### config.mk
export PLATFORM = sky130hd
export DESIGN_NAME = jstepper
export DESIGN_NICKNAME = d
export VERILOG_FILES = /design/src/rtl/jstepper.sv
export SDC_FILE = /design/constraint.sdc
export NUM_CORES = 1
export LEC_CHECK = 0
export ABC_AREA = 1
export ABC_CLOCK_PERIOD_IN_PS = 1300
export CORE_AREA = 8 8 45 47
export CTS_BUF_LIST = sky130_fd_sc_hd__clkbuf_2 sky130_fd_sc_hd__clkbuf_4 sky130_fd_sc_hd__clkbuf_8
export DETAILED_ROUTE_END_ITERATION = 10
export DIE_AREA = 0 0 53 55
export GPL_ROUTABILITY_DRIVEN = 1
export SKIP_CTS_REPAIR_TIMING = 1
export SYNTH_ARGS = -nofsm -noshare
export SYNTH_HDL_FRONTEND = slang
export SYNTH_SLANG_ARGS = --single-unit
### constraint.sdc
create_clock -name wclk -period 1.3 [get_ports wclk]
set_input_delay 0.325 -clock wclk [delete_from_list [all_inputs] [get_ports wclk]]
set_output_delay 0.325 -clock wclk [all_outputs]
set_load 0.01 [all_outputs]
### src/rtl/jstepper.sv
// Multi-phase instruction stepper: one-hot step outputs with nested enable/set phases.
// Optional freeze at step boundaries is compiled in with `define JSTEPPER_HALT_EN.
module jstepper #(
    parameter int NSTEPS = 6
) (
    input  logic              wclk,
    input  logic              wrstn,
    input  logic              whalt,
    input  logic              wrestart,
    output logic [NSTEPS-1:0] ws,
    output logic              wclke,
    output logic              wclks,
    output logic              wwrap
);

    localparam int STW = (NSTEPS > 1) ? $clog2(NSTEPS) : 1;
    localparam logic [1:0]     PH_SET  = 2'd1;
    localparam logic [1:0]     PH_REST = 2'd3;
    localparam logic [STW-1:0] ST_LAST = STW'(NSTEPS - 1);

    logic [1:0]     ph_q, ph_d;
    logic [STW-1:0] st_q, st_d;
    logic           run_q, run_d;
    logic           pend_q, pend_d;
    logic           wrap_q, wrap_d;
    logic           halt_req;
    logic           restart_take;

`ifdef JSTEPPER_HALT_EN
    assign halt_req = whalt;
`else
    logic unused_whalt;
    assign unused_whalt = whalt;
    assign halt_req     = 1'b0;
`endif

    // A restart requested on the boundary cycle itself is honoured at that boundary.
    assign restart_take = pend_q | wrestart;

    always_comb begin
        ph_d   = ph_q;
        st_d   = st_q;
        run_d  = run_q;
        pend_d = pend_q | wrestart;
        wrap_d = 1'b0;
        if (ph_q != PH_REST) begin
            ph_d = ph_q + 2'd1;
        end else if (!halt_req) begin
            ph_d   = 2'd0;
            run_d  = 1'b1;
            pend_d = 1'b0;
            if (restart_take || st_q == ST_LAST) begin
                st_d   = '0;
                wrap_d = run_q;
            end else begin
                st_d = st_q + 1'b1;
            end
        end
    end

    always_ff @(posedge wclk or negedge wrstn) begin
        if (!wrstn) begin
            ph_q   <= PH_REST;
            st_q   <= ST_LAST;
            run_q  <= 1'b0;
            pend_q <= 1'b0;
            wrap_q <= 1'b0;
        end else begin
            ph_q   <= ph_d;
            st_q   <= st_d;
            run_q  <= run_d;
            pend_q <= pend_d;
            wrap_q <= wrap_d;
        end
    end

    // Outputs decode straight from registers so an asserted reset clears them at once.
    assign ws    = run_q ? (NSTEPS'(1) << st_q) : '0;
    assign wclke = run_q && (ph_q != PH_REST);
    assign wclks = run_q && (ph_q == PH_SET);
    assign wwrap = wrap_q;

endmodule

# Yosys cells after proc, flatten, opt, wreduce, memory -nomap -nowiden
# Cells that the tools add are included.
# totals
out_inout_bits,9
elab_cells,21
inputBits,4
reg_bits,8
# classes
n_eq_ne,3
reduce_logical,3
n_shift,1
muxes,6
bitwise,1
n_addsub,2
# op_table
op,count
6-bit two-way mux,1
1-bit by 3-bit left shift with 6-bit output (first input constant),1
3-bit by 1-bit adder with 3-bit output (second input constant),1
3-bit == test (second input constant),1
1-bit two-way mux,3
3-bit two-way mux,1
2-bit by 1-bit adder with 2-bit output (second input constant),1
2-bit by 1-bit == test with 1-bit output (second input constant),1
1-bit logical AND,2
2-bit two-way mux,1
2-bit != test (second input constant),1
1-bit logical OR,1
1-bit bitwise OR,1

# Depth between registers and ports, before layout
# Gate-level depths: netlist (run 1).
# logic_depth
word_depth,4
depth_mapped,6
ltp_nobuf,6

# Worst setup path after synthesis (run 1)
# No wires, ideal clock.
# synth_timing
kind,register to output
from,reg st_q[0]
to,out ws[5]
stages_incl_launch_ff,4
required_time_ns,0.975
path_slack_ns,0.013
arrival_ns,0.962
path_buffers,0
path_cell_list,dfstp_2 > ha_1 > nand2_2 > nor2_1
# synth_between
elab_chain_len,2
# synth_rtl
element,line,text
"start, declared",22,"logic [STW-1:0] st_q, st_d;"
"start signal, assigned",70,st_q <= st_d;
1-bit by 3-bit left shift with 6-bit output,78,assign ws = run_q ? (NSTEPS'(1) << st_q) : '0;
6-bit two-way mux,78,
"end, declared",10,"output logic [NSTEPS-1:0] ws,"
# Every way passes these cells.

# Worst setup path in the final report (run 1)
# layout_timing
from,reg st_q[0]
to,out ws[3]
# Same word-level chain as after synthesis.

==> flow_metrics.env, run 1 <==
export IMPL_clock_latency_ns=0.25
export IMPL_cts_sinks=8
export IMPL_worstSetupStartpoint="st_q[0]"
export IMPL_gp_congestion=0.794
export IMPL_min_path_type="input pin to async pin"
export IMPL_wl_per_cell_um=10.6
export IMPL_p_per_area_mw_per_mm2=696
export IMPL_cp_cell_sequence="ha_4 -> ha_4 -> nand2_1 -> inv_1 -> buf_6"
export IMPL_die_h_um=55
export IMPL_final_max_slew_viol_count=0
export IMPL_rsz0062_at_grt="true"
export IMPL_postSynthCellCount=56
export IMPL_yosysTopAreaCell="dfstp_2"
export IMPL_antenna_found_initial=0
export IMPL_postSynthAreaPerCell_um2=8.27
export IMPL_grt_pass1_vias=355
export IMPL_fp_dieArea_mm2=0.00292
export IMPL_fin_nets=89
export IMPL_synth_ff_type="dfstp_2"
export IMPL_syn_to_final_growth_pct=58.9
export IMPL_fin_hold_ws_ns=0.345
export IMPL_cts_buffers=3
export IMPL_grt_pass1_wl_um=1440
export IMPL_ys_types=13
export IMPL_io_pin_count=13
export IMPL_synth_top_area_share_pct=22.7
export IMPL_yosysMostFrequentCell="nand2_1"
export IMPL_fin_skew_ns=0.00131
export IMPL_fin_crit_sh_pct=126
export IMPL_vdd_drop_max_mv=0.588
export IMPL_cts_max_path_buffers=2
export IMPL_r2r_cells=6
export IMPL_failed_checks="setup timing"
export IMPL_drive_gt1_share_pct=54.5
export IMPL_vias_per_cell=4.35
export IMPL_synth_edff_count=0
export IMPL_worst_slew_pin_slew_ns=0.358
export IMPL_initial_core_util_pct=33.5
export IMPL_drc_errors=0
export IMPL_cts_root_buffer="clkbuf_4"
export IMPL_fp_coreArea_mm2=0.00138
export IMPL_crit_fanout=4
export IMPL_die_x_um=53
export IMPL_port_buffer_count=11
export IMPL_final_hold_viol_count=0
export IMPL_ys_ff_latch=8
export IMPL_arrival_ns=1.31
export IMPL_cp_common_cell="ha_4"
export IMPL_cts_tree="yes"
export IMPL_synth_area_top_cells="dfstp_2, dfrtp_1, ha_1"
export IMPL_maxCapViolations=0
export IMPL_grt_start_max_net_pins=9
export IMPL_drt_iter0_markers=3
export IMPL_relSlewSlack_pct=76.0
export IMPL_vias=405
export IMPL_synth_fp_nets=67
export IMPL_slowest_delay_ns=0.60
export IMPL_ys_seq_area_share_pct=44.3
export IMPL_worstReg2RegStart="ph_q[0]"
export IMPL_drtAntennaViolNets=0
export IMPL_placed_area_um2=631
export IMPL_grt_overflow_total=0
export IMPL_pre_cts_slack_ns=-0.455
export IMPL_setup_viol=8
export IMPL_htree_levels=1
export IMPL_setup_ws_ns=-0.339
export IMPL_fin_area_um2=736
export IMPL_grtUsageTotal_pct=7.05
export IMPL_fmax_mhz=610
export IMPL_p_leak_nw=0.367
export IMPL_first_pass_iters=4
export IMPL_endpoint_kind="output pin"
export IMPL_num_rows=14
export IMPL_synthArstFlopShare_pct=100
export IMPL_dp_hpwl_um=715
export IMPL_path_clk_slew_ns=0.06
export IMPL_antenna_cells=0
export IMPL_yosysWarnings=0
export IMPL_start_kind="register"
export IMPL_period_needed_ns=1.64
export IMPL_synth_area_um2=463
export IMPL_critPathRequiredTime_ns=0.98
export IMPL_status="finished, violations left"
export IMPL_cpMaxStageDelayCell="dfstp_2"
export IMPL_routed_wl_um=987
export IMPL_synth_common_cells="nand2_1, inv_1, nor2_1"
export IMPL_critPathKind="register to output pin"
==> through the flow <==
step	utilization (%)	power, W	setup TNS, ns	std cells
after floorplan	-	0.000268	0	56
after global placement	45.6	0.000286	-2.99	88
after detailed placement	45.6	0.000286	-3.02	88
after CTS	47.7	0.000519	-5.45	92
after global routing	53.2	0.000535	-2.68	93
final	53.2	0.000512	-2.24	93
==> report_power, final <==
part	switching, W	internal, W
sequential	0.00000297	0.000253
clock	0.0000908	0.000139
combinational	0.0000141	0.0000130
total	0.000108	0.000405
==> critical path: cells and delay by family (launching register included) <==
kind	cells	cell delay (ns)
flops	1	0.60
simple gates	1	0.04
buf+inv	2	0.15
fa+ha+maj	2	0.26
==> registers in the layout, indices dropped and copies added (netlist names) <==
| register | flops |
|---|---|
| st_q | 3 |
| ph_q | 2 |
| pend_q | 1 |
| run_q | 1 |
| wwrap | 1 |
==> final cells by class <==
cell class	count	area, um^2
timing repair buffer	17	130
sequential	8	205
multi-input combinational	35	302
clock buffer	4	30.0
inverter	13	48.8
fill	135	648
tap	16	20.0
==> metal layers <==
layer | up-vias | GRT usage (%) | routed length, um
li1 | 208 | - | -
met1 | 182 | 6.83 | 423
met2 | 11 | 10.7 | 468
met3 | 4 | 2.14 | 53
met4 | 0 | 9.05 | 42
met5 | - | 0 | 0
==> path summary, 6_finish.rpt <==
kind / slack [ns] / endpoint
min reg2reg: 0.49 / st_q[2]
max: -0.34 / ws[3]
max reg2reg: 0.06 / st_q[0]
min in group wclk: 0.49 / st_q[2]
max in group asynchronous: 0.65 / st_q[2]
min: 0.34 / run_q
==> cell usage in the layout, fill, tap and decap left out, types with 3 or more instances in the layout <==
cell type | synthesis | routed
dfstp_2 | 4 | 4
buf_4 | 0 | 6
nand2_1 | 12 | 11
buf_2 | 0 | 5
nor2_1 | 9 | 6
dfrtp_1 | 4 | 4
inv_2 | 3 | 7
ha_4 | 0 | 6
inv_1 | 9 | 5
nand3_1 | 3 | 3
clkbuf_4 | 0 | 4
==> logic make-up after synthesis <==
| group | count (synthesis) | share of synthesized area, % |
|---|---|---|
| adders and majority gates | 7 | 18.9 |
| DFF | 8 | 44.3 |
| AOI/OAI and AO/OA | 1 | 1.08 |
| and+or+nand+nor | 27 | 25.1 |
| buffers and inverters | 13 | 10.5 |
Note: power is estimated with default switching activity, not from simulation.
==> inputs of run 2 (changes only) <==
Settings changed: CORE_AREA 8 8 45 47 to 4 4 41 43, DIE_AREA 0 0 53 55 to 0 0 45 47, SKIP_LAST_GASP set to 1.
==> flow_metrics.env, run 2 (synthesis gave the netlist of run 1 again) <==
export IMPL_status="finished, violations left"
export IMPL_failed_checks="setup timing"
export IMPL_reg_largest_list="st_q: 3 flops, ph_q: 2 flops"
export IMPL_worst_slew_pin_slew_ns=0.376
export IMPL_reg2reg_slack_ns=-0.03
export IMPL_timing_rr_end="st_q[2]"
export IMPL_p_leak_nw=0.373
export IMPL_grt_overflow_total=0
export IMPL_vias=423
export IMPL_grtUsageTotal_pct=11.0
export IMPL_die_x_um=45
export IMPL_pwr_share_comb_pct=5.9
export IMPL_drtAntennaViolNets=0
export IMPL_relSlewSlack_pct=74.9
export IMPL_p_per_area_mw_per_mm2=636
export IMPL_io_pin_count=13
export IMPL_cts_sinks=8
export IMPL_setup_viol=9
export IMPL_maxCapViolations=0
export IMPL_cts_tree="yes"
export IMPL_first_pass_iters=4
export IMPL_routed_wl_um=1010
export IMPL_drive_gt1_share_pct=63.3
export IMPL_vias_per_cell=4.50
export IMPL_start_kind="register"
export IMPL_antenna_found_initial=0
export IMPL_initial_core_util_pct=35.6
export IMPL_layout_common_cells="inv_2, nand2_1, buf_4"
export IMPL_grt_start_max_net_pins=9
export IMPL_mostFrequentLayoutCell="inv_2"
export IMPL_fin_util_pct=56.8
export IMPL_fp_dieArea_mm2=0.00212
export IMPL_top_register="st_q"
export IMPL_crit_fanout=4
export IMPL_r2r_cells=7
export IMPL_final_hold_viol_count=0
export IMPL_p_sw_w=0.0000987
export IMPL_critPathKind="register to output pin"
export IMPL_vdd_drop_max_mv=0.604
export IMPL_sequentialPowerShare_pct=54.5
export IMPL_worstReg2RegStart="ph_q[0]"
export IMPL_fin_skew_ns=0.00359
export IMPL_wl_per_cell_um=10.8
export IMPL_cts_root_buffer="clkbuf_4"
export IMPL_clock_latency_ns=0.25
export IMPL_gp_congestion=0.719
export IMPL_p_clk_share_pct=39.6
export IMPL_cts_buffers=3
export IMPL_fp_coreArea_mm2=0.00130
export IMPL_fmax_mhz=611
export IMPL_dp_hpwl_um=707
export IMPL_htree_levels=1
export IMPL_drt_iter0_markers=5
export IMPL_final_max_slew_viol_count=0
export IMPL_internal_power_w=0.000371
export IMPL_die_h_um=47
export IMPL_power_w=0.000470
export IMPL_grt_pass1_vias=413
export IMPL_num_rows=13
export IMPL_period_needed_ns=1.64
export IMPL_largest_register_ffs=3
export IMPL_p_sw_share_pct=21.0
export IMPL_path_clk_slew_ns=0.05
export IMPL_syn_to_final_growth_pct=59.7
export IMPL_antenna_cells=0
export IMPL_grt_pass1_wl_um=1660
export IMPL_fin_nets=92
export IMPL_endpoint_kind="output pin"
export IMPL_cts_max_path_buffers=2
export IMPL_rsz0062_at_grt="true"
export IMPL_port_buffer_count=11
export IMPL_arrival_ns=1.31
export IMPL_drc_errors=0
export IMPL_setup_ws_ns=-0.336
export IMPL_fin_crit_sh_pct=126
export IMPL_critPathRequiredTime_ns=0.98
export IMPL_min_path_type="input pin to async pin"
==> run 2: changes by cell type in the layout (fill, tap and decap cells not counted), moves of 2 or more <==
cell | previous run | this run
inv_2 | 7 | 11
nand2_1 | 11 | 9
inv_1 | 5 | 1
buf_4 | 6 | 9
nand2_2 | 2 | 4
==> run 2: power by group through the flow <==
stage / clock (W) / combinational, W / sequential [W]
after detailed placement: 0 / 0.0000274 / 0.000259
after global routing: 0.000206 / 0.0000315 / 0.000256
after floorplan: 0 / 0.00000901 / 0.000259
after global placement: 0 / 0.0000272 / 0.000259
final: 0.000186 / 0.0000277 / 0.000256
after CTS: 0.000196 / 0.0000276 / 0.000255
==> run 2: worst max-delay path, stage by stage, from the launching register on <==
cell and delay (ns):
dfstp_2 0.60, ha_4 0.15, ha_4 0.12, nand2_2 0.05
inv_2 0.05, buf_6 0.09
==> run 2: cell type report <==
type,count,area (um^2)
Inverter,13,48.8
Multi-Input combinational cell,35,292
Clock buffer,3,22.5
Fill cell,132,562
Sequential cell,8,205
Timing Repair Buffer,20,153
Tap cell,15,18.8
==> run 2: worst max-delay path by stage <==
stage	startpoint	end	slack [ns]	depth (start not counted)
6_report	st_q[0]	ws[3]	-0.34	5
5_1_grt	st_q[0]	ws[3]	-0.39	5
4_1_cts	st_q[0]	ws[3]	-0.75	5
3_5_place_dp	st_q[0]	ws[3]	-0.46	5
3_3_place_gp	st_q[0]	ws[3]	-0.45	5
2_1_floorplan	st_q[0]	ws[5]	0.01	3
==> run 2: metrics by stage <==
step | instances | hold slack [ns] | TNS [ns] | instance area (um^2) | setup WS [ns]
6_report | 94 | 0.358 | -2.27 | 739 | -0.336
5_1_grt | 94 | 0.387 | -2.89 | 739 | -0.388
4_1_cts | 91 | 0.356 | -5.44 | 659 | -0.746
3_5_place_dp | 88 | 0.485 | -3.06 | 637 | -0.464
3_3_place_gp | 88 | 0.482 | -2.99 | 637 | -0.451
2_1_floorplan | 56 | 0.0294 | 0 | 463 | 0.0133
==> run 2: routing by layer <==
layer	GRT usage, %	vias to the layer above	wire (um)
met4	7.02	0	0
met2	17.5	9	566
met3	2.30	0	48
met5	0	-	0
li1	-	213	-
met1	13.6	201	396
